[config.mk]
export PLATFORM = sky130hd
export DESIGN_NAME = main_control_fsm
export DESIGN_NICKNAME = d
export VERILOG_FILES = /design/src/rtl/mips_pkg.sv /design/src/rtl/main_control_fsm.sv
export SDC_FILE = /design/constraint.sdc
export NUM_CORES = 1
export LEC_CHECK = 0
export ABC_AREA = 1
export CAP_MARGIN = 20
export CORE_UTILIZATION = 34
export DETAILED_ROUTE_END_ITERATION = 16
export GPL_TIMING_DRIVEN = 0
export HOLD_SLACK_MARGIN = 0.02
export PLACE_DENSITY_LB_ADDON = 0.08
export SLEW_MARGIN = 20
export SYNTH_ARGS = -nofsm -noshare
export SYNTH_HDL_FRONTEND = slang
export SYNTH_SLANG_ARGS = --single-unit
[constraint.sdc]
create_clock -name clk -period 1.75 [get_ports clk]
set_clock_uncertainty 0.2 [all_clocks]
set_input_delay 0.525 -clock clk [delete_from_list [all_inputs] [get_ports clk]]
set_output_delay 0.525 -clock clk [all_outputs]
set_load 0.01 [all_outputs]
[src/rtl/mips_pkg.sv]
// Shared MIPS multicycle definitions: opcodes, FSM states,
// ALU op and datapath select encodings, control bundle.
package mips_pkg;

    localparam logic [5:0] OP_RTYPE = 6'b000000;
    localparam logic [5:0] OP_LW    = 6'b100011;
    localparam logic [5:0] OP_SW    = 6'b101011;
    localparam logic [5:0] OP_BEQ   = 6'b000100;
    localparam logic [5:0] OP_J     = 6'b000010;
    localparam logic [5:0] OP_ADDI  = 6'b001000;

    typedef enum logic [3:0] {
        S_FETCH    = 4'd0,
        S_DECODE   = 4'd1,
        S_MEM_ADDR = 4'd2,
        S_MEM_RD   = 4'd3,
        S_MEM_WB   = 4'd4,
        S_MEM_WR   = 4'd5,
        S_EXEC     = 4'd6,
        S_R_WB     = 4'd7,
        S_BRANCH   = 4'd8,
        S_JUMP     = 4'd9,
        S_ADDI_EX  = 4'd10,
        S_ADDI_WB  = 4'd11
    } state_t;

    localparam logic [1:0] ALUOP_ADD   = 2'b00;
    localparam logic [1:0] ALUOP_SUB   = 2'b01;
    localparam logic [1:0] ALUOP_FUNCT = 2'b10;

    localparam logic [1:0] SRCB_REG    = 2'b00;
    localparam logic [1:0] SRCB_FOUR   = 2'b01;
    localparam logic [1:0] SRCB_IMM    = 2'b10;
    localparam logic [1:0] SRCB_IMM_SH = 2'b11;

    localparam logic [1:0] PCSRC_ALU    = 2'b00;
    localparam logic [1:0] PCSRC_ALUOUT = 2'b01;
    localparam logic [1:0] PCSRC_JUMP   = 2'b10;

    typedef struct packed {
        logic       pc_write;
        logic       pc_write_cond;
        logic       iord;
        logic       mem_read;
        logic       mem_write;
        logic       ir_write;
        logic       reg_dst;
        logic       mem_to_reg;
        logic       reg_write;
        logic       alu_src_a;
        logic [1:0] alu_src_b;
        logic [1:0] pc_source;
        logic [1:0] aluop;
        logic       illegal_op;
    } ctrl_t;

endpackage

[src/rtl/main_control_fsm.sv]
// Multicycle MIPS main control: opcode-driven FSM producing
// all datapath strobes, mux selects and the aluop field.
module main_control_fsm
    import mips_pkg::*;
#(
    parameter int OPW = 6
) (
    input  logic           clk,
    input  logic           reset,
    input  logic [OPW-1:0] opcode,
    input  logic           mem_ready,
    output logic           pc_write,
    output logic           pc_write_cond,
    output logic           iord,
    output logic           mem_read,
    output logic           mem_write,
    output logic           ir_write,
    output logic           reg_dst,
    output logic           mem_to_reg,
    output logic           reg_write,
    output logic           alu_src_a,
    output logic [1:0]     alu_src_b,
    output logic [1:0]     pc_source,
    output logic [1:0]     aluop,
    output logic           illegal_op,
    output logic [3:0]     state
);

    state_t cur, nxt;
    ctrl_t  ctl;

    logic is_r, is_lw, is_sw, is_beq, is_j, is_addi, legal;

    assign is_r    = (opcode == OPW'(OP_RTYPE));
    assign is_lw   = (opcode == OPW'(OP_LW));
    assign is_sw   = (opcode == OPW'(OP_SW));
    assign is_beq  = (opcode == OPW'(OP_BEQ));
    assign is_j    = (opcode == OPW'(OP_J));
    assign is_addi = (opcode == OPW'(OP_ADDI));
    assign legal   = is_r | is_lw | is_sw | is_beq | is_j | is_addi;

    always_ff @(posedge clk or posedge reset) begin
        if (reset) cur <= S_FETCH;
        else       cur <= nxt;
    end

    always_comb begin
        nxt = S_FETCH;
        case (cur)
            S_FETCH:    nxt = mem_ready ? S_DECODE : S_FETCH;
            S_DECODE: begin
                if (is_lw | is_sw) nxt = S_MEM_ADDR;
                else if (is_r)     nxt = S_EXEC;
                else if (is_beq)   nxt = S_BRANCH;
                else if (is_j)     nxt = S_JUMP;
                else if (is_addi)  nxt = S_ADDI_EX;
                else               nxt = S_FETCH;
            end
            S_MEM_ADDR: nxt = is_lw ? S_MEM_RD : S_MEM_WR;
            S_MEM_RD:   nxt = mem_ready ? S_MEM_WB : S_MEM_RD;
            S_MEM_WR:   nxt = mem_ready ? S_FETCH : S_MEM_WR;
            S_EXEC:     nxt = S_R_WB;
            S_ADDI_EX:  nxt = S_ADDI_WB;
            default:    nxt = S_FETCH;
        endcase
    end

    always_comb begin
        ctl = '0;
        case (cur)
            S_FETCH: begin
                ctl.mem_read  = 1'b1;
                ctl.alu_src_b = SRCB_FOUR;
                ctl.ir_write  = mem_ready;
                ctl.pc_write  = mem_ready;
            end
            S_DECODE: begin
                ctl.alu_src_b  = SRCB_IMM_SH;
                ctl.illegal_op = ~legal;
            end
            S_MEM_ADDR, S_ADDI_EX: begin
                ctl.alu_src_a = 1'b1;
                ctl.alu_src_b = SRCB_IMM;
            end
            S_MEM_RD: begin
                ctl.mem_read = 1'b1;
                ctl.iord     = 1'b1;
            end
            S_MEM_WB: begin
                ctl.reg_write  = 1'b1;
                ctl.mem_to_reg = 1'b1;
            end
            S_MEM_WR: begin
                ctl.mem_write = 1'b1;
                ctl.iord      = 1'b1;
            end
            S_EXEC: begin
                ctl.alu_src_a = 1'b1;
                ctl.aluop     = ALUOP_FUNCT;
            end
            S_R_WB: begin
                ctl.reg_write = 1'b1;
                ctl.reg_dst   = 1'b1;
            end
            S_BRANCH: begin
                ctl.alu_src_a     = 1'b1;
                ctl.aluop         = ALUOP_SUB;
                ctl.pc_write_cond = 1'b1;
                ctl.pc_source     = PCSRC_ALUOUT;
            end
            S_JUMP: begin
                ctl.pc_write  = 1'b1;
                ctl.pc_source = PCSRC_JUMP;
            end
            S_ADDI_WB: ctl.reg_write = 1'b1;
            default: ctl = '0;
        endcase
        // FETCH is the reset state, so its strobes must be masked here
        if (reset) ctl = '0;
    end

    assign pc_write      = ctl.pc_write;
    assign pc_write_cond = ctl.pc_write_cond;
    assign iord          = ctl.iord;
    assign mem_read      = ctl.mem_read;
    assign mem_write     = ctl.mem_write;
    assign ir_write      = ctl.ir_write;
    assign reg_dst       = ctl.reg_dst;
    assign mem_to_reg    = ctl.mem_to_reg;
    assign reg_write     = ctl.reg_write;
    assign alu_src_a     = ctl.alu_src_a;
    assign alu_src_b     = ctl.alu_src_b;
    assign pc_source     = ctl.pc_source;
    assign aluop         = ctl.aluop;
    assign illegal_op    = ctl.illegal_op;
    assign state         = cur;

endmodule

==> impl_metrics.yaml <==
sta:
  finalHoldViolations: 0
  slew_headroom: 0.864
  min_period_ns: 2.10
  period_share: 1.20
  slew_viol_final: 0
  setup_slack_ns: -0.350
  rsz0062_at_grt: "yes"
  hold_ws_ns: 0.484
  max_freq_ghz: 0.476
  worstMarginPinSlew_ns: 0.203
  tns_ns: -4.73
  setup-violations-final: 18
worst_setup_path:
  reg2reg_from: "state[2]$_DFF_PP0_"
  start_kind: "flip-flop"
  slowest_delay_ns: 0.40
  cp_slowest_cell: "dfrtp_1"
  crit_start: "state[3]$_DFF_PP0_"
  crit_type: "flip-flop to output port"
  cp_max_fo: 3
  path_cells: "inv_2, nor2_4, inv_4, buf_6, a22oi_2, buf_2"
  critPathArrivalTime_ns: 1.38
  critPathCaptureType: "output port"
  crit_required_ns: 1.02
synthesis:
  syn_area_um2: 547
  synth_edf_count: 0
  ys_warn_count: 0
  synth_flop_cell: "dfrtp_1"
  ys_seq_area_frac: 0.183
  synth_seq_cells: 4
  ys_types: 17
  synth.avg_cell_area_um2: 5.31
  syn_inst: 103
  synthDominantCellAreaShare: 0.183
  yosys-top-cells-area: "dfrtp_1, nand3_1, nor2_1"
  async_flop_share: 1.00
  synth_largest_area_cell: "dfrtp_1"
  synth_fp_nets: 112
route:
  ant_nets: 0
  drt-initial-drc-count: 17
  first_pass_iters: 4
  avgViaCountPerCell: 5.03
  wl_per_cell_um: 13.4
  via_count: 875
  drc: 0
  drt_wl_total_mm: 2.34
place:
  hpwl_mm: 1.26
  io_buffers: 28
  gp_congestion: 0.847
grt:
  grt_pass1_vias: 818
  overflow: 0
  antenna_found_initial: 0
  grt_max_degree: 11
  grt_pass1_wl_mm: 3.44
  grt_util_all_layers: 0.244
cts:
  cts_root_buf: "clkbuf_4"
  clock_latency_ns: 0.24
  htreeDepth: 1
  clockBufferDepth: 2
  worst_setup_hold_path_clk_slew_ns: 0.04
  cts_buffers: 3
  cts.sinks: 4
  cts_tree: "yes"
power_and_ir_drop:
  power.total_uw: 554
  p_seq_frac: 0.207
  pwr-share-clk: 0.241
  internal-power_uw: 332
  ir_drop_mv: 0.316
  p_comb_frac: 0.552
  swShare: 0.400
  leakage_nw: 0.640
  power_switching_uw: 221
  power.density_nw_per_um2: 464
floorplan:
  ioPinCount: 30
  rows: 14
  start_util: 0.363
  die-area_um2: 1770
  core_um2: 1510
  die_w_um: 42.1
  die_height_um: 42.1
final_layout:
  final_nets: 168
  largest_reg_flops: 4
  syn_to_final_growth_pct: 118
  drive_gt1_frac: 0.614
  antenna_cells: 0
  fin_util: 0.792
  n_fill_cell: 113
run_status:
  violations: "setup timing"
  status: "finished with violations"
flow_run:
  maxCapViolCount: 0
worst_hold_path:
  hold_path_startpoint: "opcode[2]"
  worstHoldPathType: "input port to flip-flop"
-- worst max-delay path: cells and delay by family (launching register included) --
family                 cells  cell delay, ns
DFF                        1            0.40
buffers and inverters      4            0.43
and+or+nand+nor            1            0.15
AOI/OAI and AO/OA          1            0.15
-- power groups by stage --
stage / clock network (mW) / registers (mW) / logic [mW]
CTS: 0.124 / 0.112 / 0.280
finish: 0.133 / 0.115 / 0.306
global route: 0.139 / 0.116 / 0.326
global placement: 0 / 0.116 / 0.194
floorplan: 0 / 0.117 / 0.110
detailed placement: 0 / 0.116 / 0.195
-- through the flow --
stage | std cells | cell area, um^2 | setup slack, ns
3_3_place_gp | 147 | 920 | -0.961
4_1_cts | 172 | 1160 | -0.295
2_1_floorplan | 103 | 619 | -0.0519
5_1_grt | 174 | 1190 | -0.384
3_5_place_dp | 147 | 920 | -0.974
6_report | 174 | 1190 | -0.350
-- cell usage in the layout, fill, tap and decap left out, types with 2 or more instances in the layout --
cell type,instances
a21oi_2,3
buf_2,16
buf_4,12
buf_6,16
clkbuf_2,3
clkbuf_4,3
clkdlybuf4s15_2,2
dfrtp_2,3
dlygate4sd2_1,2
inv_1,8
inv_2,5
inv_4,5
nand2_1,14
nand2_2,2
nand2_4,4
nand3_1,15
nand3_2,3
nand4_1,2
nor2_1,14
nor2_2,4
nor2_4,10
-- path summary, 6_finish.rpt --
kind | to | slack, ns | cells after the start
min in group asynchronous | state[1]$_DFF_PP0_ | 0.58 | 3
worst max register to register | state[0]$_DFF_PP0_ | 0.21 | 8
worst min-delay path | state[2]$_DFF_PP0_ | 0.48 | 4
max in group asynchronous | state[2]$_DFF_PP0_ | 0.58 | 3
worst min register to register | state[2]$_DFF_PP0_ | 0.71 | 6
worst max-delay path | reg_write | -0.35 | 6
-- routing by layer --
metal	wire length [um]	global-route usage
met5	0	0
met3	105	0
met1	910	0.292
met4	51	0.0875
met2	1270	0.466
-- what timing repair did --
item | 4_1_cts | 5_1_grt
endpoints found under the setup margin | 21 | 20
resized for setup | 138 | 19
pin swaps | 14 | 20
cloned | 0 | 0
endpoints found under the hold margin | 4 | 0
hold buffers | 1 | 0
setup buffers | 20 | 2
-- cell families (layout without fill, tap and decap cells) --
| kind of cell | count (synthesis) | in the layout | synth area share |
|---|---|---|---|
| compound gates | 7 | 7 | 0.0732 |
| flops | 4 | 4 | 0.183 |
| simple gates | 70 | 70 | 0.577 |
| buf+inv | 22 | 77 | 0.167 |
-- Yosys cell counts, types with 2 or more instances --
cell and instances:
dfrtp_1 4, nor2_4 2, nor2_1 24, nor2_2 2, nand2_1 19, buf_4 2, inv_1 18, a21oi_1 4
nand4_1 2, nand3_1 19
-- cell type report --
class | instances | area (um^2) | area share
inverter | 19 | 91.3 | 0.0765
tap | 16 | 20.0 | 0.0168
clock buffer | 4 | 26.3 | 0.0220
buffer | 3 | 42.5 | 0.0356
sequential | 4 | 104 | 0.0870
multi-input combinational | 77 | 507 | 0.425
timing repair buffer | 51 | 403 | 0.338
Note: power is estimated with default switching activity, not from simulation.
